`src/rtl/ioctl_replay_tx.sv`:
```
// Replays a byte image from a synchronous source memory as an ioctl download
// stream (download window, per-byte write strobes, address and data).
module ioctl_replay_tx #(
  parameter int unsigned AW     = 25,
  parameter int unsigned RD_LAT = 2,
  parameter int unsigned GAP    = 4,
  parameter int unsigned PRE    = 8,
  parameter int unsigned POST   = 8
) (
  input  logic          clk_sys,
  input  logic          I_RESETn,
  input  logic          start,
  input  logic          abort,
  input  logic          hold,
  input  logic [7:0]    index_in,
  input  logic [AW-1:0] dst_base,
  input  logic [AW-1:0] length,
  output logic [AW-1:0] src_addr,
  output logic          src_rd,
  input  logic [7:0]    src_data,
  output logic          ioctl_download,
  output logic [7:0]    ioctl_index,
  output logic          ioctl_wr,
  output logic [AW-1:0] ioctl_addr,
  output logic [7:0]    ioctl_dout,
  output logic          busy,
  output logic          done
);

  localparam int unsigned CNT_W = 16;
  localparam logic [CNT_W-1:0] PRE_LAST  = CNT_W'(PRE - 1);
  localparam logic [CNT_W-1:0] RD_LAST   = CNT_W'(RD_LAT - 1);
  localparam logic [CNT_W-1:0] GAP_LAST  = CNT_W'((GAP > 0) ? GAP - 1 : 0);
  localparam logic [CNT_W-1:0] POST_LAST = CNT_W'(POST - 1);

  typedef enum logic [2:0] {
    S_IDLE, S_PRE, S_FETCH, S_WAIT, S_WRITE, S_GAP, S_POST, S_DONE
  } state_t;

  state_t            state_q, state_d;
  logic [CNT_W-1:0]  cnt_q, cnt_d;
  logic [AW-1:0]     offset_q, offset_d, offset_inc;
  logic [AW-1:0]     base_q, len_q;
  logic              accept_c;

  assign offset_inc = offset_q + AW'(1);

  // Next-state logic; abort overrides every non-idle transition.
  always_comb begin
    state_d  = state_q;
    cnt_d    = cnt_q;
    offset_d = offset_q;
    accept_c = 1'b0;
    case (state_q)
      S_IDLE: begin
        if (start && !abort) begin
          accept_c = 1'b1;
          state_d  = S_PRE;
          cnt_d    = '0;
          offset_d = '0;
        end
      end
      S_PRE: begin
        if (!hold) begin
          if (cnt_q == PRE_LAST) begin
            cnt_d   = '0;
            state_d = (len_q == '0) ? S_POST : S_FETCH;
          end else begin
            cnt_d = cnt_q + CNT_W'(1);
          end
        end
      end
      S_FETCH: begin
        cnt_d   = '0;
        state_d = S_WAIT;
      end
      S_WAIT: begin
        if (cnt_q == RD_LAST) begin
          cnt_d   = '0;
          state_d = S_WRITE;
        end else begin
          cnt_d = cnt_q + CNT_W'(1);
        end
      end
      S_WRITE: begin
        offset_d = offset_inc;
        cnt_d    = '0;
        if (offset_inc == len_q) begin
          state_d = S_POST;
        end else if (GAP == 0) begin
          state_d = S_FETCH;
        end else begin
          state_d = S_GAP;
        end
      end
      S_GAP: begin
        if (!hold) begin
          if (cnt_q == GAP_LAST) begin
            cnt_d   = '0;
            state_d = S_FETCH;
          end else begin
            cnt_d = cnt_q + CNT_W'(1);
          end
        end
      end
      S_POST: begin
        if (cnt_q == POST_LAST) begin
          cnt_d   = '0;
          state_d = S_DONE;
        end else begin
          cnt_d = cnt_q + CNT_W'(1);
        end
      end
      S_DONE: begin
        state_d = S_IDLE;
      end
      default: begin
        state_d = S_IDLE;
      end
    endcase
    if (abort && (state_q != S_IDLE)) begin
      state_d = S_IDLE;
      cnt_d   = '0;
    end
  end

  always_ff @(posedge clk_sys or negedge I_RESETn) begin
    if (!I_RESETn) begin
      state_q  <= S_IDLE;
      cnt_q    <= '0;
      offset_q <= '0;
      base_q   <= '0;
      len_q    <= '0;
    end else begin
      state_q  <= state_d;
      cnt_q    <= cnt_d;
      offset_q <= offset_d;
      if (accept_c) begin
        base_q <= dst_base;
        len_q  <= length;
      end
    end
  end

  // Outputs are registered from the next state so they line up with the state they describe.
  always_ff @(posedge clk_sys or negedge I_RESETn) begin
    if (!I_RESETn) begin
      busy           <= 1'b0;
      ioctl_download <= 1'b0;
      src_rd         <= 1'b0;
      ioctl_wr       <= 1'b0;
      done           <= 1'b0;
      src_addr       <= '0;
      ioctl_addr     <= '0;
      ioctl_dout     <= '0;
      ioctl_index    <= '0;
    end else begin
      busy           <= (state_d != S_IDLE);
      ioctl_download <= (state_d != S_IDLE) && (state_d != S_DONE);
      src_rd         <= (state_d == S_FETCH);
      ioctl_wr       <= (state_d == S_WRITE);
      done           <= (state_d == S_DONE);
      if (state_d == S_FETCH) begin
        src_addr <= offset_d;
      end
      // Entering WRITE is the last WAIT cycle, when src_data carries the fetched byte.
      if (state_d == S_WRITE) begin
        ioctl_addr <= base_q + offset_q;
        ioctl_dout <= src_data;
      end
      if (accept_c) begin
        ioctl_index <= index_in;
      end
    end
  end

endmodule

```
`config.mk`:
```
export PLATFORM = sky130hd
export DESIGN_NAME = ioctl_replay_tx
export DESIGN_NICKNAME = d
export VERILOG_FILES = /design/src/rtl/ioctl_replay_tx.sv
export SDC_FILE = /design/constraint.sdc
export NUM_CORES = 1
export LEC_CHECK = 0
export ABC_AREA = 1
export CAP_MARGIN = 20
export CELL_PAD_IN_SITES_DETAIL_PLACEMENT = 0
export CELL_PAD_IN_SITES_GLOBAL_PLACEMENT = 1
export CORE_UTILIZATION = 43
export DETAILED_ROUTE_END_ITERATION = 8
export GPL_TIMING_DRIVEN = 0
export PLACE_DENSITY_LB_ADDON = 0.1
export SLEW_MARGIN = 20
export SYNTH_ARGS = -nofsm -noshare
export SYNTH_HDL_FRONTEND = slang
export SYNTH_SLANG_ARGS = --single-unit
```
`constraint.sdc`:
```
create_clock -name clk_sys -period 7.3 [get_ports clk_sys]
set_input_delay 1.095 -clock clk_sys [delete_from_list [all_inputs] [get_ports clk_sys]]
set_output_delay 1.095 -clock clk_sys [all_outputs]
set_load 0.01 [all_outputs]
```
==> out/qor.yml, run 1 <==
rrSetupSlack_ns: 4.00
crit_path_end_kind: "flip-flop"
syn_nets: 1349
synth_area_leaders: "dfrtp_1, nand2_1, inv_1, nand3_1, ha_1"
die_y_um: 149.2
place_congestion: 0.8694
placed_cell_area_mm2: 0.01111
drc_errors: 0
yosys_register_bits: 165
row_count: 53
n_antenna_cell: 0
slowest_delay_ns: 0.46
hold_viol: 0
maxCapViolCount: 0
htree_levels: 4
grt_antenna_before_repair: 0
final.setup.tns_ns: 0
worstSkewPairLatency_ns: 0.45
clk_pin_slew_ns: 0.07
hp-start: "ioctl_addr[23]"
r2r_cells: 19
ant_nets: 0
layout-drive-gt1-share: 0.05407
worst_path_most_repeated_cell: "nand2_1"
drt_iter0_markers: 570
crit_fanout: 10
grt_overflow: 0
max_slew_margin: 0.4880
synthCells: 1250
die_x_um: 149.2
cts_resized: 0
grt_pass1_wl_um: 42190
crit_slowest_cell: "dfrtp_1"
yosysWarnings: 0
yosys.cell_types.count: 41
r2r_end: "src_addr[19]"
powerDensity_mw_per_mm2: 261.4
fin_nets: 1510
wire_per_inst_um: 15.38
required_ns: 7.63
grt_usage: 0.2453
total_power_mw: 3.060
yosysTopAreaCellShare: 0.4429
path_class: "reg2reg"
status: "finished clean"
finalMaxSlewViolations: 0
syn2layout_area_growth_pct: 25.58
cts_buffer_depth: 2
layout_commonest_cell: "nand2_1"
crit_arrival_ns: 3.63
initial_utilization: 0.4407
numCtsBuffers: 17
netlist_area_mm2: 0.009323
crit_chain: "ha_1 > nand2_2 > nor2_4 > nand2_1 > nor2_2 > nand3_1 > nand3_1 > nand2_1 > nor2_1 > nand2_1 > nor2_2 > nand3_1 > nand2_1 > nand2_1 > inv_1 > nand2_2 > buf_2 > nand2_1 > nand2_1"
rsz0062_at_grt: "false"
cts.sinks: 165
drt-total-wl_um: 26130
dieArea_mm2: 0.02227
worst_slew_pin_slew_ns: 0.7651
vias: 8638
cts_tree: "built"
grt_pass1_vias: 8307
reg2reg_from: "offset_q[0]"
io_pins: 142
grt_max_degree: 96
yosys.area.top_type: "dfrtp_1"
vias_per_cell: 5.084
setup_viol: 0
cp-start-kind: "flip-flop"
holdBufCountCts: 0
fin_crit_sh: 0.4515
final_cell_area_mm2: 0.01171
worstHoldPathCells: 2
min_period_ns: 3.296
clock_skew_ns: 0.01507
numPortBuffers: 141
p_leak_nw: 5.715
vdd_drop_max_mv: 0.1607
hp-class: "reg2reg"
holdPathEnd: "ioctl_addr[23]"
fmax_mhz: 303.4
cts-root-buf: "clkbuf_16"
core_mm2: 0.02115
nFillCells: 2158
drt_pass1_iterations: 5
post_cts_buffers: 0
synth_area_per_cell_um2: 7.458
ys_seq_area_frac: 0.4429
final_cell_mix: "nand2_1, dfrtp_1, clkdlybuf4s50_1"
hpwl_um: 19980
==> synth_stat cells (all sizes together) <==
cell	n
nand2	492
dfrtp	165
inv	120
nand3	92
nor2	85
o21ai	64
nand4	49
a21oi	32
ha	27
nor3	18
xor2	18
buf	17
clkbuf	17
o22ai	12
xnor2	9
a31oi	4
nand3b	4
nor4	4
a211oi	3
nor3b	3
o21bai	3
a21o	2
o221ai	2
o31ai	2
or2	2
a2bb2oi	1
fa	1
o211ai	1
xnor3	1
==> report_power, final <==
part           switching, mW  internal, mW  total (mW)
logic                  0.564         0.350       0.914
registers              0.119          1.09        1.21
clock network          0.422         0.518       0.940
==> state kept, by name, indices dropped and copies added, names as in the netlist <==
| name | count |
|---|---|
| base_q | 25 |
| state_q | 3 |
| src_rd | 1 |
| cnt_q | 16 |
| len_q | 25 |
| ioctl_index | 8 |
| src_addr | 25 |
| done | 1 |
| ioctl_dout | 8 |
| offset_q | 25 |
| ioctl_addr | 25 |
| ioctl_wr | 1 |
| ioctl_download | 1 |
| busy | 1 |
==> routing by layer <==
| layer | wire [um] | vias to the layer above | GRT usage |
|---|---|---|---|
| li1 | - | 4382 | - |
| met1 | 12760 | 4015 | 0.3436 |
| met2 | 11750 | 204 | 0.3893 |
| met3 | 1069 | 37 | 0.03333 |
| met4 | 546 | 0 | 0.08316 |
| met5 | 0 | - | 0 |
==> logic make-up after synthesis <==
family          synth area share
compound gates           0.07395
buf+inv                  0.06885
fa+ha+maj                0.03838
xor+xnor                 0.02778
flops                     0.4429
simple gates              0.3481
==> through the flow <==
step	hold slack [ns]	std cells	utilization	setup WS [ns]
3_3_place_gp	0.4515	1666	0.5237	-1.835
2_1_floorplan	0.4331	1250	-	4.718
6_report	0.4675	1699	0.5534	4.004
3_5_place_dp	0.4576	1667	0.5252	3.771
4_1_cts	0.4695	1699	0.5534	4.023
5_1_grt	0.4837	1699	0.5534	3.740
==> worst max-delay path, delay by kind of cell, from the launching register on <==
family	cells	cell delay [ns]
simple gates	16	2.11
buf+inv	2	0.37
flops	1	0.46
fa+ha+maj	1	0.25
==> worst max-delay path by stage <==
stage / from / depth (start not counted) / to
2_1_floorplan: abort / 11 / cnt_q[15]
3_3_place_gp: I_RESETn / 1 / len_q[20]
3_5_place_dp: abort / 8 / base_q[20]
4_1_cts: offset_q[0] / 19 / src_addr[18]
5_1_grt: offset_q[0] / 19 / src_addr[18]
6_report: offset_q[0] / 19 / src_addr[19]
==> layout make-up <==
type                    count  area [um2]  share of cell area
multi-input cells         931        4552              0.3888
well taps                 275       344.1             0.02939
plain buffers              34       191.4             0.01635
repair buffers            142        1444              0.1233
flip-flops and latches    165        4129              0.3527
inverters                 120       450.4             0.03847
clock buffers              18       429.2             0.03666
clock inverters            14       167.7             0.01432
No activity file was read; power rests on OpenSTA's default activity.
==> inputs of run 2 (changes only) <==
CORE_UTILIZATION = 36   (was 43)
clock period = 2.8 ns   (was 7.3 ns; I/O delays follow)
==> out/qor.yml, run 2 (same netlist as run 1, synthesis figures left out) <==
drt_pass1_iterations: 5  # unchanged
p_clk_frac: 0.305  # -0.002
vias_per_cell: 4.925  # -3.1%
n_antenna_cell: 0  # unchanged
worstSkewPairLatency_ns: 0.44  # about the same
placed_cell_area_mm2: 0.01121  # +0.87%
seqPwrFrac: 0.389  # -0.005
fin_crit_sh: 1.023  # +0.5717
pwr-share-comb: 0.306  # +0.007
grt_overflow: 0  # unchanged
power_switching_mw: 2.890  # +160%
cts-root-buf: "clkbuf_16"
fin_nets: 1565  # +3.6%
cpLargestDelayFamily: "buffers and inverters"
path_class: "reg2reg"
final_cell_mix: "nand2_1, dfrtp_1, clkdlybuf4s50_1"
worst_slew_pin_slew_ns: 0.7147  # -0.05042 ns
final_cell_area_mm2: 0.01266  # +8.2%
finalMaxSlewViolations: 0  # unchanged
wire_per_inst_um: 15.95  # +3.7%
rsz0062_at_grt: "true"
cts.sinks: 165  # unchanged
setup_viol: 35  # +35
dieArea_mm2: 0.02654  # +19%
crit_fanout: 5  # -5
vias: 8910  # +3.1%
layout_commonest_cell: "nand2_1"
grt_usage: 0.2219  # -0.02339
vdd_drop_max_mv: 0.3095  # +93%
crit_chain: "ha_4 > nand2_4 > nor2_4 > buf_12 > nand2_8 > nor2_4 > nand3_2 > buf_4 > buf_4 > buf_4 > buf_4 > buf_4 > buf_4 > buf_4 > buf_4 > buf_4 > nand3_1 > o21ai_0 > nand2_2 > nand2_1"
hp-class: "reg2reg"
worst-path-buf-inv: 10  # +8
setup_ws_ns: -0.06507  # -4.069 ns
p_int_mw: 5.186  # +170%
nFillCells: 2558  # +19%
clock_skew_ns: 0.01300  # -0.002076 ns
crit_path_end_kind: "flip-flop"
worst_path_most_repeated_cell: "buf_4"
status: "finished with violations"
grt_antenna_before_repair: 0  # unchanged
violations: "setup timing"
io_pins: 142  # unchanged
hold_viol: 0  # unchanged
fmax_mhz: 349.0  # +15%
place_congestion: 0.8183  # -5.9%
cts_buffer_depth: 2  # unchanged
cp-start-kind: "flip-flop"
die_x_um: 162.9  # +9.2%
initial_utilization: 0.3681  # -0.07261
ant_nets: 0  # unchanged
numPortBuffers: 141  # unchanged
syn2layout_area_growth_pct: 35.85
htree_levels: 4  # unchanged
drt-total-wl_um: 28860  # +10%
cts_tree: "built"
swShare: 0.3578  # -0.003428
core_mm2: 0.02533  # +20%
die_y_um: 162.9  # +9.2%
required_ns: 3.13  # -4.50 ns
hold-worst-slack_ns: 0.4671  # -0.0003070 ns
maxCapViolCount: 0  # unchanged
crit_slowest_cell: "dfrtp_1"
crit_arrival_ns: 3.20  # -0.43 ns
clk_pin_slew_ns: 0.07  # about the same
final.setup.tns_ns: -0.6840  # -0.6840 ns
p_leak_nw: 6.118  # +7.1%
grt_pass1_vias: 8662  # +4.3%
powerDensity_mw_per_mm2: 637.7  # +140%
slowest_delay_ns: 0.44  # -0.02 ns
max_slew_margin: 0.5235  # +0.03550
grt_pass1_wl_um: 45260  # +7.3%
drt_iter0_markers: 498  # -13%
hpwl_um: 21100  # +5.6%
layout-drive-gt1-share: 0.1447  # +0.09062
numCtsBuffers: 17  # unchanged
row_count: 58  # +9.4%
drc_errors: 0  # unchanged
min_period_ns: 2.865  # -0.4309 ns
grt_max_degree: 63  # -34%
run 2: cell count changes in the layout (fill, tap and decap cells not counted), moves of 9 or more:
cell,before,now
nor2_1,72,61
dfrtp_2,0,18
nand2_1,483,445
nand2_2,9,38
dfrtp_1,165,147
buf_4,3,41
buf_6,6,16
nor2_4,3,12
run 2: worst min-delay path, stage by stage (launching register included):
cell,delay (ns)
dfrtp_1,0.34
nand2_1,0.05
nand2_1,0.04
run 2: worst paths after layout:
check	endpoint	cells past startpoint	from	slack, ns
worst max-delay path	src_addr[16]	20	offset_q[1]	-0.07
min in group asynchronous	cnt_q[10]	2	I_RESETn	0.50
max in group asynchronous	offset_q[18]	3	I_RESETn	1.60
worst max register to register	src_addr[16]	20	offset_q[1]	-0.07
worst min register to register	ioctl_dout[7]	2	ioctl_dout[7]	0.47
worst min-delay path	ioctl_dout[7]	2	ioctl_dout[7]	0.47
run 2: what timing repair did:
| item | 4_1_cts | 5_1_grt |
|---|---|---|
| setup endpoints to repair | 66 | 73 |
| gates resized for setup | 82 | 51 |
| endpoints found under the hold margin | 49 | 0 |
| cloned | 3 | 2 |
| pin swaps | 27 | 30 |
| buffers inserted | 40 | 12 |
| hold buffers | 1 | 0 |
run 2: power by group through the flow:
| stage | registers, mW | logic, mW | clock network, mW |
|---|---|---|---|
| 6_report | 3.14 | 2.47 | 2.46 |
| 4_1_cts | 3.15 | 2.45 | 2.51 |
| 3_3_place_gp | 3.19 | 2.40 | 0 |
| 2_1_floorplan | 3.14 | 1.55 | 0 |
| 3_5_place_dp | 3.19 | 2.42 | 0 |
| 5_1_grt | 3.20 | 2.78 | 2.62 |
run 2: metrics by stage:
| step | cells | util | setup WS (ns) | power [mW] |
|---|---|---|---|---|
| 3_5_place_dp | 1723 | 0.4425 | -0.4883 | 5.605 |
| 5_1_grt | 1809 | 0.5000 | -0.1983 | 8.604 |
| 4_1_cts | 1799 | 0.4915 | -0.02018 | 8.110 |
| 6_report | 1809 | 0.5000 | -0.06507 | 8.076 |
| 3_3_place_gp | 1721 | 0.4401 | -5.900 | 5.588 |
| 2_1_floorplan | 1250 | - | 0.4270 | 4.689 |
run 2: routing by layer:
metal / part of all wire / vias up / wire length (um) / global-route usage
met5: 0 / - / 0 / 0
met4: 0.020 / 0 / 590 / 0.07052
met3: 0.035 / 30 / 997 / 0.02903
met2: 0.47 / 182 / 13540 / 0.3671
met1: 0.48 / 4198 / 13730 / 0.2996
li1: - / 4500 / - / -
run 2: layout make-up:
| type | count | area, um2 | area share |
|---|---|---|---|
| clock buffers | 23 | 488.0 | 0.03853 |
| well taps | 330 | 412.9 | 0.03260 |
| clock inverters | 9 | 116.4 | 0.009188 |
| plain buffers | 32 | 197.7 | 0.01561 |
| inverters | 120 | 452.9 | 0.03576 |
| flip-flops and latches | 165 | 4151 | 0.3278 |
| multi-input cells | 932 | 4858 | 0.3836 |
| repair buffers | 198 | 1987 | 0.1569 |
